--- src/rtl/smp_div_pkg.sv ---
// Shared types and default widths for the smp_div restoring divider.
package smp_div_pkg;

   localparam int W_N_DEF = 17;
   localparam int W_D_DEF = 16;

   typedef enum logic [1:0] {
      IDLE = 2'd0,
      RUN  = 2'd1,
      DONE = 2'd2
   } state_t;

endpackage

--- src/rtl/smp_div_step.sv ---
// One combinational restoring-division step: shift a dividend bit into the
// partial remainder, subtract the divisor when it fits.
module smp_div_step #(
   parameter int W_D = 16
) (
   input  logic [W_D-1:0] rem,
   input  logic           dbit,
   input  logic [W_D-1:0] divisor,
   output logic [W_D-1:0] rem_next,
   output logic           qbit
);

   logic [W_D:0] partial;
   logic [W_D:0] diff;

   // rem < divisor on entry, so both candidates fit back into W_D bits.
   always_comb begin
      partial  = {rem, dbit};
      diff     = partial - {1'b0, divisor};
      qbit     = (partial >= {1'b0, divisor});
      rem_next = qbit ? W_D'(diff) : W_D'(partial);
   end

endmodule

--- src/rtl/smp_div.sv ---
// Iterative unsigned divider, W_N-step restoring algorithm, MSB first.
// Define SMP_DIV_POW2_EN to resolve one-hot divisors on the accept edge.
module smp_div
   import smp_div_pkg::*;
#(
   parameter int W_N = W_N_DEF,
   parameter int W_D = W_D_DEF
) (
   input  logic           clk,
   input  logic           rst,
   input  logic           in_valid,
   output logic           in_ready,
   input  logic [W_N-1:0] in1,
   input  logic [W_D-1:0] in2,
   output logic           out_valid,
   input  logic           out_ready,
   output logic [W_N-1:0] out1,
   output logic [W_D-1:0] out2,
   output logic           div0,
   output state_t         dbg_state
);

   // Handshake: a transfer happens on a rising edge where valid and ready
   // are both high; ready never depends on valid on the same side.

   localparam int CW = $clog2(W_N + 1);

   state_t         state, state_nxt;
   logic [CW-1:0]  cnt;
   logic [W_N-1:0] acc;
   logic [W_D-1:0] rem;
   logic [W_D-1:0] dvsr;
   logic [W_D-1:0] rem_next;
   logic           qbit;
   logic           accept;
   logic           last_step;
   logic           is_pow2;

`ifdef SMP_DIV_POW2_EN
   logic [W_N-1:0] pow2_q;
   logic [W_D-1:0] pow2_r;

   always_comb begin
      is_pow2 = (in2 != '0) && ((in2 & (in2 - 1'b1)) == '0);
      pow2_q  = in1;
      for (int i = 0; i < W_D; i++) begin
         if (in2[i]) pow2_q = in1 >> i;
      end
      pow2_r  = (in2 - 1'b1) & in1[W_D-1:0];
   end
`else
   assign is_pow2 = 1'b0;
`endif

   assign in_ready  = (state == IDLE);
   assign out_valid = (state == DONE);
   assign dbg_state = state;
   assign accept    = in_ready && in_valid;
   assign last_step = (cnt == CW'(1));

   smp_div_step #(.W_D(W_D)) u_step (
      .rem      (rem),
      .dbit     (acc[W_N-1]),
      .divisor  (dvsr),
      .rem_next (rem_next),
      .qbit     (qbit)
   );

   always_ff @(posedge clk or posedge rst) begin
      if (rst) state <= IDLE;
      else     state <= state_nxt;
   end

   always_comb begin
      state_nxt = state;
      case (state)
         IDLE: begin
            if (accept) begin
               if (in2 == '0 || is_pow2) state_nxt = DONE;
               else                      state_nxt = RUN;
            end
         end
         RUN:     if (last_step) state_nxt = DONE;
         DONE:    if (out_ready) state_nxt = IDLE;
         default: state_nxt = IDLE;
      endcase
   end

   // acc shifts dividend bits out of the top and quotient bits in at the bottom.
   always_ff @(posedge clk or posedge rst) begin
      if (rst) begin
         cnt  <= '0;
         acc  <= '0;
         rem  <= '0;
         dvsr <= '0;
         out1 <= '0;
         out2 <= '0;
         div0 <= 1'b0;
      end else begin
         case (state)
            IDLE: begin
               if (accept) begin
                  if (in2 == '0) begin
                     out1 <= '1;
                     out2 <= '0;
                     div0 <= 1'b1;
`ifdef SMP_DIV_POW2_EN
                  end else if (is_pow2) begin
                     out1 <= pow2_q;
                     out2 <= pow2_r;
                     div0 <= 1'b0;
`endif
                  end else begin
                     acc  <= in1;
                     rem  <= '0;
                     dvsr <= in2;
                     cnt  <= CW'(W_N);
                  end
               end
            end
            RUN: begin
               acc <= W_N'({acc, qbit});
               rem <= rem_next;
               cnt <= cnt - 1'b1;
               if (last_step) begin
                  out1 <= W_N'({acc, qbit});
                  out2 <= rem_next;
                  div0 <= 1'b0;
               end
            end
            default: ;
         endcase
      end
   end

endmodule

--- config.mk ---
export PLATFORM = sky130hd
export DESIGN_NAME = smp_div
export DESIGN_NICKNAME = d
export VERILOG_FILES = /design/src/rtl/smp_div_pkg.sv /design/src/rtl/smp_div_step.sv /design/src/rtl/smp_div.sv
export SDC_FILE = /design/constraint.sdc
export NUM_CORES = 1
export LEC_CHECK = 0
export CAP_MARGIN = 20
export CORE_ASPECT_RATIO = 1.4
export CORE_UTILIZATION = 45
export DETAILED_ROUTE_END_ITERATION = 8
export PLACE_DENSITY = 0.72
export SKIP_LAST_GASP = 1
export SLEW_MARGIN = 10
export SYNTH_ARGS = -nofsm -noshare
export SYNTH_HDL_FRONTEND = slang
export SYNTH_SLANG_ARGS = --single-unit
export TNS_END_PERCENT = 100
--- constraint.sdc ---
create_clock -name clk -period 2.5 [get_ports clk]
set_input_delay 0.375 -clock clk [delete_from_list [all_inputs] [get_ports clk]]
set_output_delay 0.375 -clock clk [all_outputs]
set_load 0.1 [all_outputs]
**After elaboration in Yosys (flattened, before gate mapping)**

Index checks and enable logic that the tools add are counted.

- Flip-flop bits (word level): 90
- Bits of input ports: 37
- Output and inout bits: 38
- Word-level logic and storage cells: 55

- $add $sub $neg: 2
- Order comparisons: 1
- Equal/unequal tests: 8
- Muxes and demuxes: 27
- Bitwise gates (word level): 1
- Reduce and logical (&&, ||, !) cells: 8

Operators by type and width:

| operator | count |
|---|---|
| $mux W16 | 6 |
| $mux W17 | 5 |
| $pmux W17 S2 | 2 |
| $pmux W16 S2 | 2 |
| $ge A17 B16 Y1 | 1 |
| $logic_not A16 Y1 | 1 |
| $sub A16 B16 Y16 | 1 |
| $mux W5 | 2 |
| $pmux W5 S2 | 1 |
| $reduce_and A3 Y1 | 3 |
| $mux W2 | 4 |
| $ne A2 B1 Y1 const B | 3 |
| $pmux W2 S3 | 1 |
| $eq A5 B1 Y1 const B | 1 |
| $sub A5 B1 Y5 const B | 1 |
| $ne A2 B2 Y1 const B | 2 |
| $reduce_and A4 Y1 | 1 |
| $mux W1 | 3 |
| $eq A2 B1 Y1 const B | 1 |
| $eq A2 B2 Y1 const B | 1 |
| $logic_not A2 Y1 | 1 |
| $pmux W1 S2 | 1 |
| $reduce_bool A2 Y1 | 1 |
| $logic_and A1 B1 Y1 | 1 |
| $not A1 Y1 | 1 |

**Longest topological paths before layout**

Gate-level depths: netlist of the first run.

- Word-level depth: 4
- Gate-level depth with buffers: 11
- Gate-level depth less buffers: 10

**Cells and area by module**

Synthesis of the first run repeated with hierarchy kept, for this count alone.

- Cell total of the unflattened synthesis: 445
- Area, all modules: 4802.1 um2

By module, submodules not included:

| module | instances | cells an instance | area each (um2) | seq. area each (um2) |
|---|---|---|---|---|
| smp_div | 1 | 289 | 3637.2 | 2252.2 |
| smp_div_step | 1 | 156 | 1164.9 | 0.0 |

**Worst setup path before layout of the first run**

No wires, ideal clock.

- Path type: reg2out
- Start point: register state[1] (netlist: dbg_state[1])
- End point: output out_valid
- Arrival: 2.514 ns
- Path slack: -0.389 ns
- Stages on the path, launching flop included: 3
- Buffers on the path: 0
- Path through: dfrtp_1 -> inv_1 -> nor2_1

- Cells in the longest elaborated chain, start to end: 1

RTL lines:

| element | line | RTL |
|---|---|---|
| from (decl) | smp_div.sv:28 | `state_t state, state_nxt;` |
| from (signal assigned) | smp_div.sv:71 | `else state <= state_nxt;` |
| $eq A2 B2 Y1 | smp_div.sv:56 | `assign out_valid = (state == DONE);` |
| to (decl) | smp_div.sv:15 | `output logic out_valid,` |

Every way passes these cells.

**Worst setup path after layout of the first run**

- Start point: register rem[5]
- End point: register out2[2]

- Cells in the longest elaborated chain, start to end: 4

RTL lines:

| element | line | RTL |
|---|---|---|
| from (decl) | smp_div.sv:31 | `logic [W_D-1:0] rem;` |
| from (signal assigned) | smp_div.sv:123 | `rem <= rem_next;` |
| $ge A17 B16 Y1 | smp_div_step.sv:20 | `qbit = (partial >= {1'b0, divisor});` |
| $mux W16 | smp_div_step.sv:21 | `rem_next = qbit ? W_D'(diff) : W_D'(partial);` |
| $mux W16 | smp_div.sv:125 | `if (last_step) begin` |
| $pmux W16 S2 | smp_div.sv:100 | `case (state)` |
| to (signal assigned) | smp_div.sv:127 | `out2 <= rem_next;` |
| to (decl) | smp_div.sv:18 | `output logic [W_D-1:0] out2,` |

Every way passes these cells. The select of a mux whose other input is x is not followed.
A chain may end at the register's enable or synchronous reset.

==> results.ini, run 1 <==
[synth]
syn_nets=564
syn_avg_cell_area_um2=9.14
synthArstFlopShare_pct=100
yosys_register_bits=90
synth_most_common_cell=nand2_1
synthTopCellsByCount=nand2_1, dfrtp_1, o21ai_0, nor2_1, inv_1
synth.cell_area_um2=4640
synth_flop_cell=dfrtp_1
postSynthCellCount=508
synth_area_leaders=dfrtp_1, nand2_1, o21ai_0
synth_top_cell_area_share_pct=48.5
synth-seq-area-share_pct=48.5
ys_warn_count=0
synth_edf_count=0
synth_cell_types=55
yosys.area.top_type=dfrtp_1

[floorplanning]
die_width_um=87.9
ios=75
rows=43
initial_utilization_pct=46.6
core_area_um2=9950
die_h_um=122
die-area_um2=10700

[sta]
min_period_ns=2.41
hold_viol_final=0
fin_skew_ns=0.00694
hold_ws_ns=0.348
report.final.slew_viol_count=0
worst_pin_slew_ns=0.641
setup-violations-final=0
timing.slew.headroom_pct=57.1
max_freq_mhz=414
finalCritPeriodShare_pct=96.5

[grt]
antenna_found_initial=0
grt_pass1_vias=4230
grt_max_degree=36
overflow=0
grt_pass1_wl_um=20200
grt_usage_pct=24.9

[placed_design]
port_buffers=74
placed_cell_area_um2=5770
place_congestion=0.941
dp_hpwl_um=9270

[outcome]
status=finished clean

[finish]
fillers=805
nets=677
fin_area_um2=6270
area_growth_pct=35.0
post-route-util_pct=63.0
diodes=0
drive_gt1_share_pct=23.5

[worst_setup_path]
slowest_stage=dfrtp_1
path_cells=ha_4 > a21oi_2 > o31ai_4 > and2b_2 > a211oi_4 > a21oi_4 > buf_12 > mux2i_1 > o31ai_1
slowest_delay_ns=0.47
critPathLaunchType=flop
crit_path_end_kind=flop
path_depth=9
crit_family=compound AO/OA/AOI/OAI gates
r2r_slack_ns=0.09
crit_required_ns=2.75
reg2reg_depth=9
crit_fanout=7
critical_path_class=flop to flop
critPathBufInv=1
arrival_ns=2.66

[drt]
first_pass_iters=4
wl_per_cell_um=16.2
via_per_inst=5.42
routed-via-count=4126
ant_nets=0
finalWirelength_um=12300
drt_iter0_drc=195
drc=0

[cts]
cts_tree=yes
clk_latency_ns=0.34
cts_buffers=9
clockBufferDepth=2
cts_sinks=90
h-tree-depth=3
path_clk_slew_ns=0.07
cts_hold_repair.buffers=0
ctsRootBufferMaster=clkbuf_16

[run]
maxCapViolations=0

[min_path]
min_path_type=primary input to async pin

## flip-flops by register name, summed over array words and instances, names as in the netlist
name / flops
rem: 16
out1: 17
dvsr: 16
dbg_state: 2
cnt: 5
acc: 17
div0: 1
out2: 16
## per-layer routing
metal	wire length [um]	global-route usage, %	share of wire, %
met5	0	0	0
met4	480	12.3	3.9
met3	468	4.88	3.8
met2	6350	42.3	51
met1	5030	29.6	41
## final timing paths
check | from | to
worst max register to register | rem[5] | out2[2]
worst max-delay path | rem[5] | out2[2]
worst min-delay path | rst | out1[5]
min in group clk | out2[8] | out2[8]
worst min register to register | out2[8] | out2[8]
max in group asynchronous | rst | out2[5]
## per-stage QoR
step / instances / TNS [ns] / setup slack, ns
final: 761 / 0 / 0.0871
after global routing: 761 / -0.0209 / -0.0127
after CTS: 757 / -0.00363 / -0.00363
after detailed placement: 739 / -1.46 / -0.0837
after global placement: 739 / -1.08 / -0.0790
after floorplan: 508 / 0 / 0.0479
## placed cells by master (no fill, tap or decap), types with 3 or more instances in the layout
cell type	instances
ha_1	11
o21ai_0	63
nand2_1	104
ha_4	6
a32oi_1	5
a21oi_1	10
nand4_1	3
nand3_1	6
a21o_1	6
and3_1	3
clkbuf_16	9
clkdlybuf4s50_1	36
a31oi_1	19
buf_12	5
mux2i_1	7
o31ai_1	3
buf_4	86
o22ai_1	4
inv_2	3
nor4_1	4
xnor2_1	7
nor2_1	33
inv_1	25
xor2_1	5
o21ai_1	7
mux2i_2	3
nor2b_1	3
dfrtp_1	90
## cells by family after synthesis
group	after synthesis	share of synthesized area [%]
AOI/OAI and AO/OA	142	19.1
xor gates and xnor gates	13	2.45
adders and majority gates	19	5.28
buffers and inverters	54	4.82
DFF	90	48.5
muxes	15	3.50
and+or+nand+nor	175	16.4
## final cells by class
type                       instances  area (um2)  share of cell area [%]
multi-input combinational        364        2340                    37.4
clock inverter                     4        26.3                   0.419
tap                              135         169                    2.70
clock buffer                      12         256                    4.09
sequential                        90        2250                    35.9
timing repair buffer             127        1110                    17.7
inverter                          29         113                    1.80
## timing repair
| action | in CTS | in global routing |
|---|---|---|
| setup buffers | 2 | 4 |
| setup endpoints to repair | 25 | 34 |
| resized for setup | 6 | 34 |
| pin swaps | 0 | 6 |
Power of run 1 is not shown: default switching activity piles up to over one toggle a cycle in this logic, so the estimate is an artifact.
==> inputs of run 2 (changes only) <==
GPL_TIMING_DRIVEN = 0   (was default)
==> results.ini, run 2 (synthesis gave the netlist of run 1 again) <==
[finish]
multiInputGateArea_um2=2320  ; -0.85%
area_growth_pct=31.3
nets=657  ; -3.0%
mostFrequentLayoutCell=nand2_1
final_cell_mix=nand2_1, dfrtp_1, clkdlybuf4s50_1
post-route-util_pct=61.2  ; -1.7 points
fin_cells=741  ; -2.6%
largestRegisters=acc (17), out1 (17)
diodes=0  ; unchanged
drive_gt1_share_pct=13.0  ; -10 points
fillers=847  ; +5.2%
register_area_um2=2250  ; unchanged

[floorplanning]
die-area_um2=10700  ; unchanged
die_h_um=122  ; unchanged
ios=75  ; unchanged
die_width_um=87.9  ; unchanged
core_area_um2=9950  ; unchanged
initial_utilization_pct=46.6  ; unchanged
rows=43  ; unchanged

[cts]
clk_latency_ns=0.34  ; about the same
h-tree-depth=3  ; unchanged
cts_sinks=90  ; unchanged
clockBufferDepth=2  ; unchanged
path_clk_slew_ns=0.06  ; about the same
cts_tree=yes
ctsRootBufferMaster=clkbuf_16
cts_buffers=9  ; unchanged

[sta]
rsz0062_at_grt=yes
hold_viol_final=0  ; unchanged
tns_ns=0  ; unchanged
setup-violations-final=0  ; unchanged
fin_skew_ns=0.00486  ; -0.00208 ns
max_freq_mhz=407  ; -1.8%
timing.slew.headroom_pct=32.7  ; -24 points
worst_pin_slew_ns=1.01  ; +0.366 ns
finalCritPeriodShare_pct=98.3  ; +1.8 points
report.final.slew_viol_count=0  ; unchanged
hold_ws_ns=0.375  ; +0.0268 ns
min_period_ns=2.46  ; +0.0451 ns

[drt]
drc=0  ; unchanged
finalWirelength_um=12600  ; +2.4%
ant_nets=0  ; unchanged
wl_per_cell_um=17.0  ; +5.1%
via_per_inst=5.49  ; +1.2%
first_pass_iters=4  ; unchanged
routed-via-count=4067  ; -1.4%
drt_iter0_drc=196  ; +0.51%

[grt]
grt_pass1_wl_um=20400  ; +0.55%
antenna_found_initial=0  ; unchanged
grt_pass1_vias=4233  ; +0.071%
overflow=0  ; unchanged
grt_max_degree=39  ; +8.3%
grt_usage_pct=25.2  ; +0.35 points

[worst_setup_path]
crit_fanout=10  ; +3
crit_path_end_kind=flop
critical_path_class=flop to flop
crit_required_ns=2.70  ; -0.05 ns
critPathLaunchType=flop
r2r_slack_ns=0.04  ; -0.05 ns
reg2reg_from=rem[5]
reg2reg_depth=10  ; +1
rr_endpoint=rem[11]
arrival_ns=2.66  ; about the same

[placed_design]
placed_cells=719  ; -2.7%
port_buffers=74  ; unchanged
place_congestion=0.882  ; -6.3%
dp_hpwl_um=9400  ; +1.4%

[run]
maxCapViolations=0  ; unchanged

[outcome]
status=finished clean

[min_path]
min_path_type=primary input to async pin

[run 2: cell types whose count changed in the layout (fill, tap and decap cells not counted), sizes merged]
cell	delta
clkinvlp	-1
bufinv	+1
clkbuf	+16
inv	+1
clkdlybuf4s50	+36
buf	-75
dlygate4sd2	+2
[run 2: through the flow]
step | setup WS [ns] | area (um2)
after floorplan | 0.0479 | 4650
after global placement | -0.380 | 5560
after detailed placement | -0.418 | 5600
after CTS | 0.0159 | 5950
after global routing | -0.0467 | 6100
final | 0.0420 | 6100
[run 2: worst max path at each step]
| stage | start | to | cells after the start |
|---|---|---|---|
| after global routing | rem[5] | rem[11] | 10 |
| after detailed placement | in2[0] | out2[12] | 9 |
| after global placement | in2[0] | out2[12] | 9 |
| final | rem[5] | rem[11] | 10 |
| after floorplan | dbg_state[1] | out_valid | 2 |
| after CTS | rem[5] | rem[0] | 10 |
[run 2: timing repair]
action	4_1_cts	5_1_grt
buffers inserted	3	3
setup endpoints to repair	30	86
hold buffers	0	0
pin swaps	2	2
gates resized for setup	13	38
[run 2: routing by layer]
layer,GRT usage (%),vias up,wire (um)
met1,28.4,1947,5010
met4,13.8,0,498
met5,0,-,0
met2,43.7,128,6480
li1,-,1953,-
met3,5.49,39,628
[run 2: layout make-up]
type	count	share of cell area, %
clock buffer	11	3.82
clock inverter	5	0.883
multi-input combinational	364	38.1
inverter	29	1.85
buffer	25	2.11
tap	135	2.77
sequential	90	36.9
timing repair buffer	82	13.5
[run 2: worst max-delay path, cell delays in order, from the launching register on]
cell	delay [ns]
dfrtp_1	0.40
ha_1	0.30
buf_4	0.18
a21oi_4	0.15
o31ai_4	0.08
and2b_1	0.20
a211oi_4	0.31
a21oi_4	0.11
buf_8	0.18
mux2i_2	0.26
o21ai_0	0.14
Power of run 2 is left out for the same reason.
==> inputs of run 3 (changes only) <==
PLACE_DENSITY = 0.71   (was 0.72)
RECOVER_POWER = 100   (was default)
SYNTH_HIERARCHICAL = 1   (was default)
==> results.ini, run 3 <==
[outcome]
status=complete, but fails checks
violations=setup timing

[placed_design]
dp_hpwl_um=8370  ; -11%
port_buffers=74  ; unchanged
place_congestion=0.912  ; +3.5%

[cts]
h-tree-depth=3  ; unchanged
ctsRootBufferMaster=clkbuf_16
clockBufferDepth=2  ; unchanged
cts_buffers=9  ; unchanged
path_clk_slew_ns=0.07  ; about the same
cts_hold_repair.buffers=0  ; unchanged
cts_tree=yes
clk_latency_ns=0.35  ; about the same
cts_sinks=90  ; unchanged

[worst_setup_path]
critical_path_class=flop to flop
path_cells=ha_4 > nand3_2 > o21bai_4 > a311oi_2 > o21ai_2 > o21a_4 > inv_6 > buf_12 > mux2_4 > a22o_1
reg2reg_from=rem[2]
slowest_stage=dfrtp_1
crit_family=compound AO/OA/AOI/OAI gates
endpoint=out2[6]
rr_endpoint=out2[6]
arrival_ns=2.86  ; +0.20 ns
worstSetupStartpoint=rem[2]
crit_fanout=5  ; -5
slowest_delay_ns=0.43  ; +0.03 ns
path_depth=10  ; unchanged
crit_required_ns=2.73  ; +0.03 ns
reg2reg_depth=10  ; unchanged
r2r_slack_ns=-0.13  ; -0.17 ns
critPathLaunchType=flop
crit_path_end_kind=flop
critPathBufInv=2  ; unchanged

[sta]
min_period_ns=2.63  ; +0.174 ns
hold_viol_final=0  ; unchanged
tns_ns=-4.28  ; -4.28 ns
finalCritPeriodShare_pct=105  ; +6.9 points
worst_pin_slew_ns=1.19  ; +0.182 ns
hold_ws_ns=0.486  ; +0.111 ns
setup-violations-final=51  ; +51
finalWorstSetupSlack_ns=-0.132  ; -0.174 ns
report.final.slew_viol_count=0  ; unchanged
max_freq_mhz=380  ; -6.6%
rsz0062_at_grt=yes
fin_skew_ns=0.00691  ; +0.00205 ns
timing.slew.headroom_pct=20.3  ; -12 points

[synth]
synth_cell_types=59  ; +7.3%
synth_most_common_cell=dfrtp_1
synth_flop_cell=dfrtp_1
synth-seq-area-share_pct=46.9  ; -1.6 points
synth.cell_area_um2=4800  ; +3.4%
synthTopCellsByCount=dfrtp_1, nand2_1, mux2_2, a22o_1, inv_1
synth_top_cell_area_share_pct=46.9  ; -1.6 points
synthArstFlopShare_pct=100  ; unchanged
syn_nets=501  ; -11%
ys_warn_count=6  ; +6
synth_area_leaders=dfrtp_1, mux2_2, a22o_1
syn_avg_cell_area_um2=10.8  ; +18%
synth_edf_count=0  ; unchanged
yosys_register_bits=90  ; unchanged
yosys.area.top_type=dfrtp_1
postSynthCellCount=445  ; -12%

[floorplanning]
die_h_um=124  ; +1.7%
die_width_um=89.3  ; +1.7%
rows=44  ; +2.3%
ios=75  ; unchanged
die-area_um2=11100  ; +3.4%
core_area_um2=10300  ; +4.0%
initial_utilization_pct=46.4  ; -0.25 points

[drt]
ant_nets=0  ; unchanged
routed-via-count=3785  ; -6.9%
drt_iter0_drc=227  ; +16%
via_per_inst=5.49  ; about the same
wl_per_cell_um=17.8  ; +4.5%
first_pass_iters=4  ; unchanged
finalWirelength_um=12300  ; -2.7%
drc=0  ; unchanged

[min_path]
min_path_type=flop to flop

[finish]
mostFrequentLayoutCell=dfrtp_1
drive_gt1_share_pct=23.7  ; +11 points
diodes=0  ; unchanged
area_growth_pct=34.3
final_cell_mix=dfrtp_1, nand2_1, clkdlybuf4s50_1, dlygate4sd3_1, mux2_2
largestRegisters=acc (17), out1 (17)
nets=603  ; -8.2%

[grt]
grt_usage_pct=23.6  ; -1.6 points
overflow=0  ; unchanged
grt_pass1_wl_um=19900  ; -2.2%
grt_max_degree=37  ; -5.1%
antenna_found_initial=0  ; unchanged
grt_pass1_vias=4019  ; -5.1%

[run]
maxCapViolations=0  ; unchanged

run 3: logic make-up after synthesis:
family	share of synthesized area, %
buf+inv	5.73
xor+xnor	2.55
mux	11.8
fa+ha+maj	5.11
flops	46.9
compound gates	17.5
simple gates	10.4
run 3: what timing repair did:
item,in CTS,in global routing
buffers inserted,13,6
resized for setup,27,30
pin swaps,7,16
gates cloned,1,0
endpoints found under the setup margin,74,35
run 3: layer usage:
layer	part of all wire, %	GRT usage [%]	vias to the layer above	wire length (um)
met4	3.3	10.8	0	405
met3	3.3	4.32	33	405
li1	-	-	1784	-
met2	54	41.1	85	6640
met1	39	27.3	1883	4830
met5	0	0	-	0
run 3: through the flow:
step	instances	setup slack, ns	util [%]	instance area [um2]
2_1_floorplan	445	-0.0778	-	4810
3_3_place_gp	657	-0.757	55.3	5720
3_5_place_dp	659	-0.802	55.7	5760
4_1_cts	687	-0.223	61.3	6350
5_1_grt	690	-0.191	62.3	6450
6_report	690	-0.132	62.3	6450
run 3: area by class of cell:
cell class	count	area (um2)
clock inverters	4	98.8
flip-flops and latches	90	2250
fillers	854	3900
multi-input cells	299	2510
inverters	32	126
repair buffers	96	932
well taps	138	173
clock buffers	12	236
plain buffers	19	119
run 3: worst min-delay path by stage:
stage	startpoint	end	cells past startpoint	slack [ns]
2_1_floorplan	cnt[1]	cnt[1]	1	0.48
6_report	out1[2]	out1[2]	1	0.49
4_1_cts	rst	rem[4]	2	0.47
3_5_place_dp	out1[8]	out1[8]	1	0.48
3_3_place_gp	out1[16]	out1[16]	1	0.47
5_1_grt	out1[11]	out1[11]	1	0.50
run 3: worst reg2reg max path, delay by kind of cell, from the launching register on:
family	cells	cell delay (ns)
AO/OA/AOI/OAI	5	1.13
adder cells (fa/ha/maj)	1	0.33
buffers and inverters	2	0.23
flip-flops	1	0.43
multiplexers	1	0.32
AND/OR/NAND/NOR	1	0.09
Power of run 3 is left out for the same reason.
